===== src/rtl/uio_bus_arbiter_if.sv =====
// Bundle of request, grant and pad signals shared between the UIO requesters
// and the bus arbiter.
interface uio_bus_arbiter_if #(
   parameter int NREQ = 4
) ();
   logic [NREQ-1:0]   req;
   logic [NREQ-1:0]   dir;
   logic [8*NREQ-1:0] wdata;
   logic [NREQ-1:0]   gnt;
   logic [2:0]        owner_id;
   logic [7:0]        rdata;
   logic [7:0]        uio_in;
   logic [7:0]        uio_out;
   logic [7:0]        uio_oe;

   modport slave (
      input  req, dir, wdata, uio_in,
      output gnt, owner_id, rdata, uio_out, uio_oe
   );

   modport master (
      output req, dir, wdata, uio_in,
      input  gnt, owner_id, rdata, uio_out, uio_oe
   );
endinterface


===== src/rtl/uio_bus_arbiter.sv =====
// Round-robin owner of the 8-bit UIO pads with released-bus turnaround.
// Define UIO_ARB_TIMEOUT_EN to preempt an owner holding MAX_HOLD cycles under contention.
module uio_bus_arbiter #(
   parameter int NREQ        = 4,
   parameter int TURN_CYCLES = 1,
   parameter int MAX_HOLD    = 16
) (
   input logic            clk,
   input logic            rst,
   uio_bus_arbiter_if.slave bus
);
   typedef enum logic [1:0] {IDLE, OWN, TURN} state_t;

   if (NREQ < 2 || NREQ > 8 || TURN_CYCLES < 1 || TURN_CYCLES > 7 ||
       MAX_HOLD < 2 || MAX_HOLD > 255) begin : g_bad_param
      $error("uio_bus_arbiter: parameter out of range");
   end

   state_t          state_q, state_d;
   logic [NREQ-1:0] gnt_q, gnt_d;
   logic [2:0]      owner_q, owner_d, last_q, last_d;
   logic [2:0]      turn_q, turn_d;
   logic [7:0]      out_q, out_d, oe_q, oe_d, rdata_q;
   logic            own_req, own_dir, other_req, found, preempt;
   logic [7:0]      own_wdata;
   logic [2:0]      winner;
`ifdef UIO_ARB_TIMEOUT_EN
   localparam logic [7:0] HOLD_MAX = 8'(MAX_HOLD - 1);
   logic [7:0] hold_q, hold_d;
`endif

   // Round-robin pick: lowest index above last_q wins, else lowest index at or below.
   always_comb begin
      found  = 1'b0;
      winner = '0;
      for (int i = NREQ - 1; i >= 0; i--)
         if (bus.req[i] && i <= int'(last_q)) begin found = 1'b1; winner = 3'(i); end
      for (int i = NREQ - 1; i >= 0; i--)
         if (bus.req[i] && i > int'(last_q)) begin found = 1'b1; winner = 3'(i); end
   end

   // gnt_q is one-hot on the owner while in OWN, so it doubles as the owner select.
   always_comb begin
      own_req   = |(bus.req & gnt_q);
      own_dir   = |(bus.dir & gnt_q);
      other_req = |(bus.req & ~gnt_q);
      own_wdata = '0;
      for (int i = 0; i < NREQ; i++)
         if (gnt_q[i]) own_wdata = bus.wdata[8*i +: 8];
   end

   always_comb begin
      state_d = state_q;
      gnt_d   = gnt_q;
      owner_d = owner_q;
      last_d  = last_q;
      turn_d  = turn_q;
      oe_d    = '0;
      out_d   = out_q;
`ifdef UIO_ARB_TIMEOUT_EN
      hold_d  = hold_q;
      preempt = (hold_q == HOLD_MAX) && other_req;
`else
      preempt = 1'b0;
`endif
      case (state_q)
         IDLE: if (found) begin
            state_d = OWN;
            for (int i = 0; i < NREQ; i++) gnt_d[i] = (winner == 3'(i));
            owner_d = winner;
            last_d  = winner;
`ifdef UIO_ARB_TIMEOUT_EN
            hold_d  = '0;
`endif
         end
         OWN: begin
            oe_d  = {8{own_dir}};
            out_d = own_wdata;
`ifdef UIO_ARB_TIMEOUT_EN
            if (hold_q != HOLD_MAX) hold_d = hold_q + 8'd1;
`endif
            if (!own_req || preempt) begin
               state_d = TURN;
               gnt_d   = '0;
               turn_d  = '0;
            end
         end
         TURN: begin
            if (turn_q == 3'(TURN_CYCLES - 1)) state_d = IDLE;
            else                               turn_d  = turn_q + 3'd1;
         end
         default: state_d = IDLE;
      endcase
   end

   always_ff @(posedge clk or posedge rst) begin
      if (rst) begin
         state_q <= IDLE;
         gnt_q   <= '0;
         owner_q <= '0;
         last_q  <= 3'(NREQ - 1);
         turn_q  <= '0;
         out_q   <= '0;
         oe_q    <= '0;
         rdata_q <= '0;
`ifdef UIO_ARB_TIMEOUT_EN
         hold_q  <= '0;
`endif
      end else begin
         state_q <= state_d;
         gnt_q   <= gnt_d;
         owner_q <= owner_d;
         last_q  <= last_d;
         turn_q  <= turn_d;
         out_q   <= out_d;
         oe_q    <= oe_d;
         rdata_q <= bus.uio_in;
`ifdef UIO_ARB_TIMEOUT_EN
         hold_q  <= hold_d;
`endif
      end
   end

   assign bus.gnt      = gnt_q;
   assign bus.owner_id = owner_q;
   assign bus.rdata    = rdata_q;
   assign bus.uio_out  = out_q;
   assign bus.uio_oe   = oe_q;
endmodule


===== src/flat_wrapper.sv =====
// flat-port wrapper written by rule: the top's interface ports become plain ports
module uio_bus_arbiter_flat 
#(
   parameter int NREQ        = 4,
   parameter int TURN_CYCLES = 1,
   parameter int MAX_HOLD    = 16
)
  (clk, rst, bus_req, bus_dir, bus_wdata, bus_uio_in, bus_gnt, bus_owner_id, bus_rdata, bus_uio_out, bus_uio_oe);
  uio_bus_arbiter_if #(.NREQ(NREQ)) bus_i ();
  input logic clk;
  input logic rst;
  input wire logic [$bits(bus_i.req)-1:0] bus_req;
  input wire logic [$bits(bus_i.dir)-1:0] bus_dir;
  input wire logic [$bits(bus_i.wdata)-1:0] bus_wdata;
  input wire logic [$bits(bus_i.uio_in)-1:0] bus_uio_in;
  output wire logic [$bits(bus_i.gnt)-1:0] bus_gnt;
  output wire logic [$bits(bus_i.owner_id)-1:0] bus_owner_id;
  output wire logic [$bits(bus_i.rdata)-1:0] bus_rdata;
  output wire logic [$bits(bus_i.uio_out)-1:0] bus_uio_out;
  output wire logic [$bits(bus_i.uio_oe)-1:0] bus_uio_oe;
  assign bus_i.req = bus_req;
  assign bus_i.dir = bus_dir;
  assign bus_i.wdata = bus_wdata;
  assign bus_i.uio_in = bus_uio_in;
  assign bus_gnt = bus_i.gnt;
  assign bus_owner_id = bus_i.owner_id;
  assign bus_rdata = bus_i.rdata;
  assign bus_uio_out = bus_i.uio_out;
  assign bus_uio_oe = bus_i.uio_oe;
  uio_bus_arbiter #(.NREQ(NREQ), .TURN_CYCLES(TURN_CYCLES), .MAX_HOLD(MAX_HOLD)) u_core (.clk(clk), .rst(rst), .bus(bus_i));
endmodule

===== config.mk =====
export PLATFORM = sky130hd
export DESIGN_NAME = uio_bus_arbiter_flat
export DESIGN_NICKNAME = d
export VERILOG_FILES = /design/src/rtl/uio_bus_arbiter_if.sv /design/src/rtl/uio_bus_arbiter.sv /design/src/flat_wrapper.sv
export SDC_FILE = /design/constraint.sdc
export NUM_CORES = 1
export LEC_CHECK = 0
export ABC_AREA = 1
export CAP_MARGIN = 10
export CORE_MARGIN = 5
export CORE_UTILIZATION = 30
export CTS_CLUSTER_SIZE = 25
export DETAILED_ROUTE_END_ITERATION = 8
export GPL_TIMING_DRIVEN = 0
export HOLD_SLACK_MARGIN = 0.1
export PLACE_DENSITY = 0.73
export SLEW_MARGIN = 20
export SYNTH_ARGS = -nofsm -noshare
export SYNTH_HDL_FRONTEND = slang
export SYNTH_SLANG_ARGS = --single-unit

===== constraint.sdc =====
create_clock -name clk -period 1.4 [get_ports clk]
set_input_delay 0.21 -clock clk [delete_from_list [all_inputs] [get_ports clk]]
set_output_delay 0.21 -clock clk [all_outputs]
set_load 0.05 [all_outputs]

==> flow_summary.toml <==
[detailed_routing]
wire_per_inst_um = 12.8
finalWirelength_mm = 4.65
routed_via_density = 4.49
drt_pass1_iterations = 4
vias = 1624
antenna_left = 0
first_iter_violations = 73
drc = 0

[clock_network]
cts_sinks = 30
h-tree-depth = 2
cts.reportedPaths.clkPinSlew_ns = 0.07
cts_tree = "yes"
clk_latency_ns = 0.28
root_buffer = "clkbuf_8"
clk_path_buf_depth = 2
numCtsBuffers = 5

[timing]
fmax_mhz = 720
fin_crit_sh = 0.992
final-setup-viol-count = 0
tns_ns = 0
timing.final.crit_period_ns = 1.39
rsz0062_at_grt = "true"
setup_ws_ns = 0.0111
slew_violations = 0
tightest_slew_ns = 0.626
hold_viol = 0
slew-limit-headroom = 0.582
skew_ns = 0.00654

[synth]
synth_edf_count = 0
ys_types = 24
synth_nets = 258
synth_commonest_cells = "nand2_1 (56), dfrtp_1 (28), a21oi_1 (25)"
ys.flop_type = "dfrtp_1"
synth_top_area_cell = "dfrtp_1"
yosysSeqAreaShare = 0.465
syn_avg_cell_area_um2 = 7.98
ys_ff_latch = 30
ys_async_sr_fraction = 1.00
syn-instance-count = 203
yosys.cell_count.top_type = "nand2_1"
ys_warn_count = 0
synth_area_leaders = "dfrtp_1 (43%), nand2_1 (13%), a21oi_1 (7.7%)"
synth_top_area_share = 0.433
synth_area_um2 = 1620

[setup_path]
critPathKind = "reg2reg"
cp_max_fo = 5
r2r_start = "u_core.last_q[1]"
r2r_end = "u_core.bus.gnt[3]"
end_kind = "flip-flop"
r2r_setup_slack_ns = 0.01
arrival_ns = 1.61
rr_worst_depth = 8
required_ns = 1.62
cp-start-kind = "flip-flop"

[placement]
dp_slack_ns = -0.210
portBuffers = 79
dpl.cell_count = 352
dp_hpwl_mm = 3.48
dpl-instance-area_um2 = 2500
gp_congestion = 0.802

[layout]
final_cells = 362
layout.nets = 346
utilization = 0.528
synthToLayoutAreaGrowth_pct = 68.5
layout-drive-gt1-share = 0.281
stdcell_area_um2 = 2730
num_antenna_cells = 0
nFillCells = 487

[floorplan]
die_area_um2 = 6970
start_util = 0.313
io_pins = 81
core_area_um2 = 5170
die_h_um = 83.5
num_rows = 26
die_w_um = 83.5

[grt]
grt_overflow = 0
grt.total_usage = 0.136
grt_max_degree = 31
first_global_vias = 1627
antenna_found_initial = 0
grt_pass1_wl_mm = 7.65

[power]
ir_drop_uv = 884
power.leakage_nw = 1.26
power_frac_seq = 0.248
clockPowerShare = 0.153
netSwitchingFraction = 0.502
combPwrFrac = 0.599
p_switching_w = 0.00289
internal_power_w = 0.00287
power_density_nw_per_um2 = 2110

[run_status]
outcome = "finished, final reports clean"

[worst_hold_path]
worstHoldPathType = "in2async"

[flow_run]
cap_violations = 0
-- registers in the layout (all words and copies together), names as in the netlist --
signal / count
u_core.bus.rdata: 8
u_core.bus.uio_out: 8
u_core.bus.gnt: 4
u_core.turn_q: 3
u_core.bus.owner_id: 2
u_core.last_q: 2
u_core.state_q: 2
u_core.bus.uio_oe: 1
-- cell families (layout without fill, tap and decap cells) --
group / Yosys count / after routing / synth area share
flops: 30 / 30 / 0.465
xor+xnor: 1 / 1 / 0.00541
fa+ha+maj: 5 / 5 / 0.0386
compound gates: 45 / 45 / 0.158
simple gates: 88 / 88 / 0.235
other cells: 1 / 1 / 0.00232
buf+inv: 33 / 122 / 0.0958
-- layout make-up --
class	count	area [um^2]	area share
inverter	20	75.1	0.0275
sequential	30	759	0.278
clock inverter	3	45.0	0.0165
timing repair buffer	81	758	0.278
tap	70	87.6	0.0321
buffer	13	83.8	0.0307
clock buffer	5	68.8	0.0252
multi-input combinational	140	851	0.312
-- power by group through the flow --
stage          registers [W]  logic, W  clock network, W
2_1_floorplan        0.00208   0.00157                 0
3_3_place_gp         0.00139   0.00323                 0
3_5_place_dp         0.00140   0.00327                 0
4_1_cts              0.00139   0.00314          0.000906
5_1_grt              0.00146   0.00377          0.000951
6_report             0.00143   0.00345          0.000881
-- how the worst max path moves through the flow --
stage                      startpoint           endpoint
global placement                  rst  u_core.bus.gnt[0]
global route         u_core.last_q[1]  u_core.bus.gnt[3]
detailed placement         bus_req[0]  u_core.bus.gnt[3]
CTS                  u_core.last_q[1]  u_core.bus.gnt[2]
floorplan           u_core.bus.gnt[1]  u_core.bus.gnt[0]
finish               u_core.last_q[1]  u_core.bus.gnt[3]
-- metrics by stage --
| step | hold slack [ns] | power (W) |
|---|---|---|
| after floorplan | 0.241 | 0.00365 |
| final | 0.321 | 0.00576 |
| after CTS | 0.341 | 0.00543 |
| after global placement | 0.470 | 0.00462 |
| after global routing | 0.340 | 0.00618 |
| after detailed placement | 0.484 | 0.00468 |
-- layer usage --
layer,routed length (um),global-route usage
met1,1920,0.156
met2,2190,0.222
met3,428,0.0573
met5,0,0
met4,112,0.0570
-- worst max-delay path: stages, from the launching register on --
cell and delay [ns]:
dfstp_2 0.61, inv_2 0.08, nand2_4 0.08, nand3_4 0.10, nor3_4 0.17, nor2_4 0.08
inv_2 0.08, nand2_1 0.05, nand2_1 0.08
-- cell usage in the layout (no fill, tap or decap), types with 4 or more instances in the layout --
| cell type | instances |
|---|---|
| o21ai_1 | 4 |
| dlygate4sd2_1 | 9 |
| nand3_2 | 5 |
| inv_2 | 9 |
| nand2_2 | 7 |
| inv_1 | 11 |
| a21oi_1 | 24 |
| buf_4 | 11 |
| clkdlybuf4s50_1 | 47 |
| clkdlybuf4s15_2 | 5 |
| nor2_4 | 5 |
| nand3_1 | 6 |
| clkbuf_8 | 5 |
| dfrtp_2 | 5 |
| o21ai_0 | 5 |
| clkdlybuf4s15_1 | 6 |
| dfrtp_1 | 23 |
| nor2_1 | 11 |
| nand2_1 | 47 |
| clkbuf_2 | 6 |
| buf_2 | 7 |
| o211ai_1 | 8 |
-- repair_timing --
action | 4_1_cts | 5_1_grt
gates resized for setup | 72 | 55
pin swaps | 0 | 8
setup buffers | 0 | 2
setup endpoints to repair | 43 | 30
hold buffers | 0 | 0
gates cloned | 0 | 0
(Power assumes the default switching activity.)
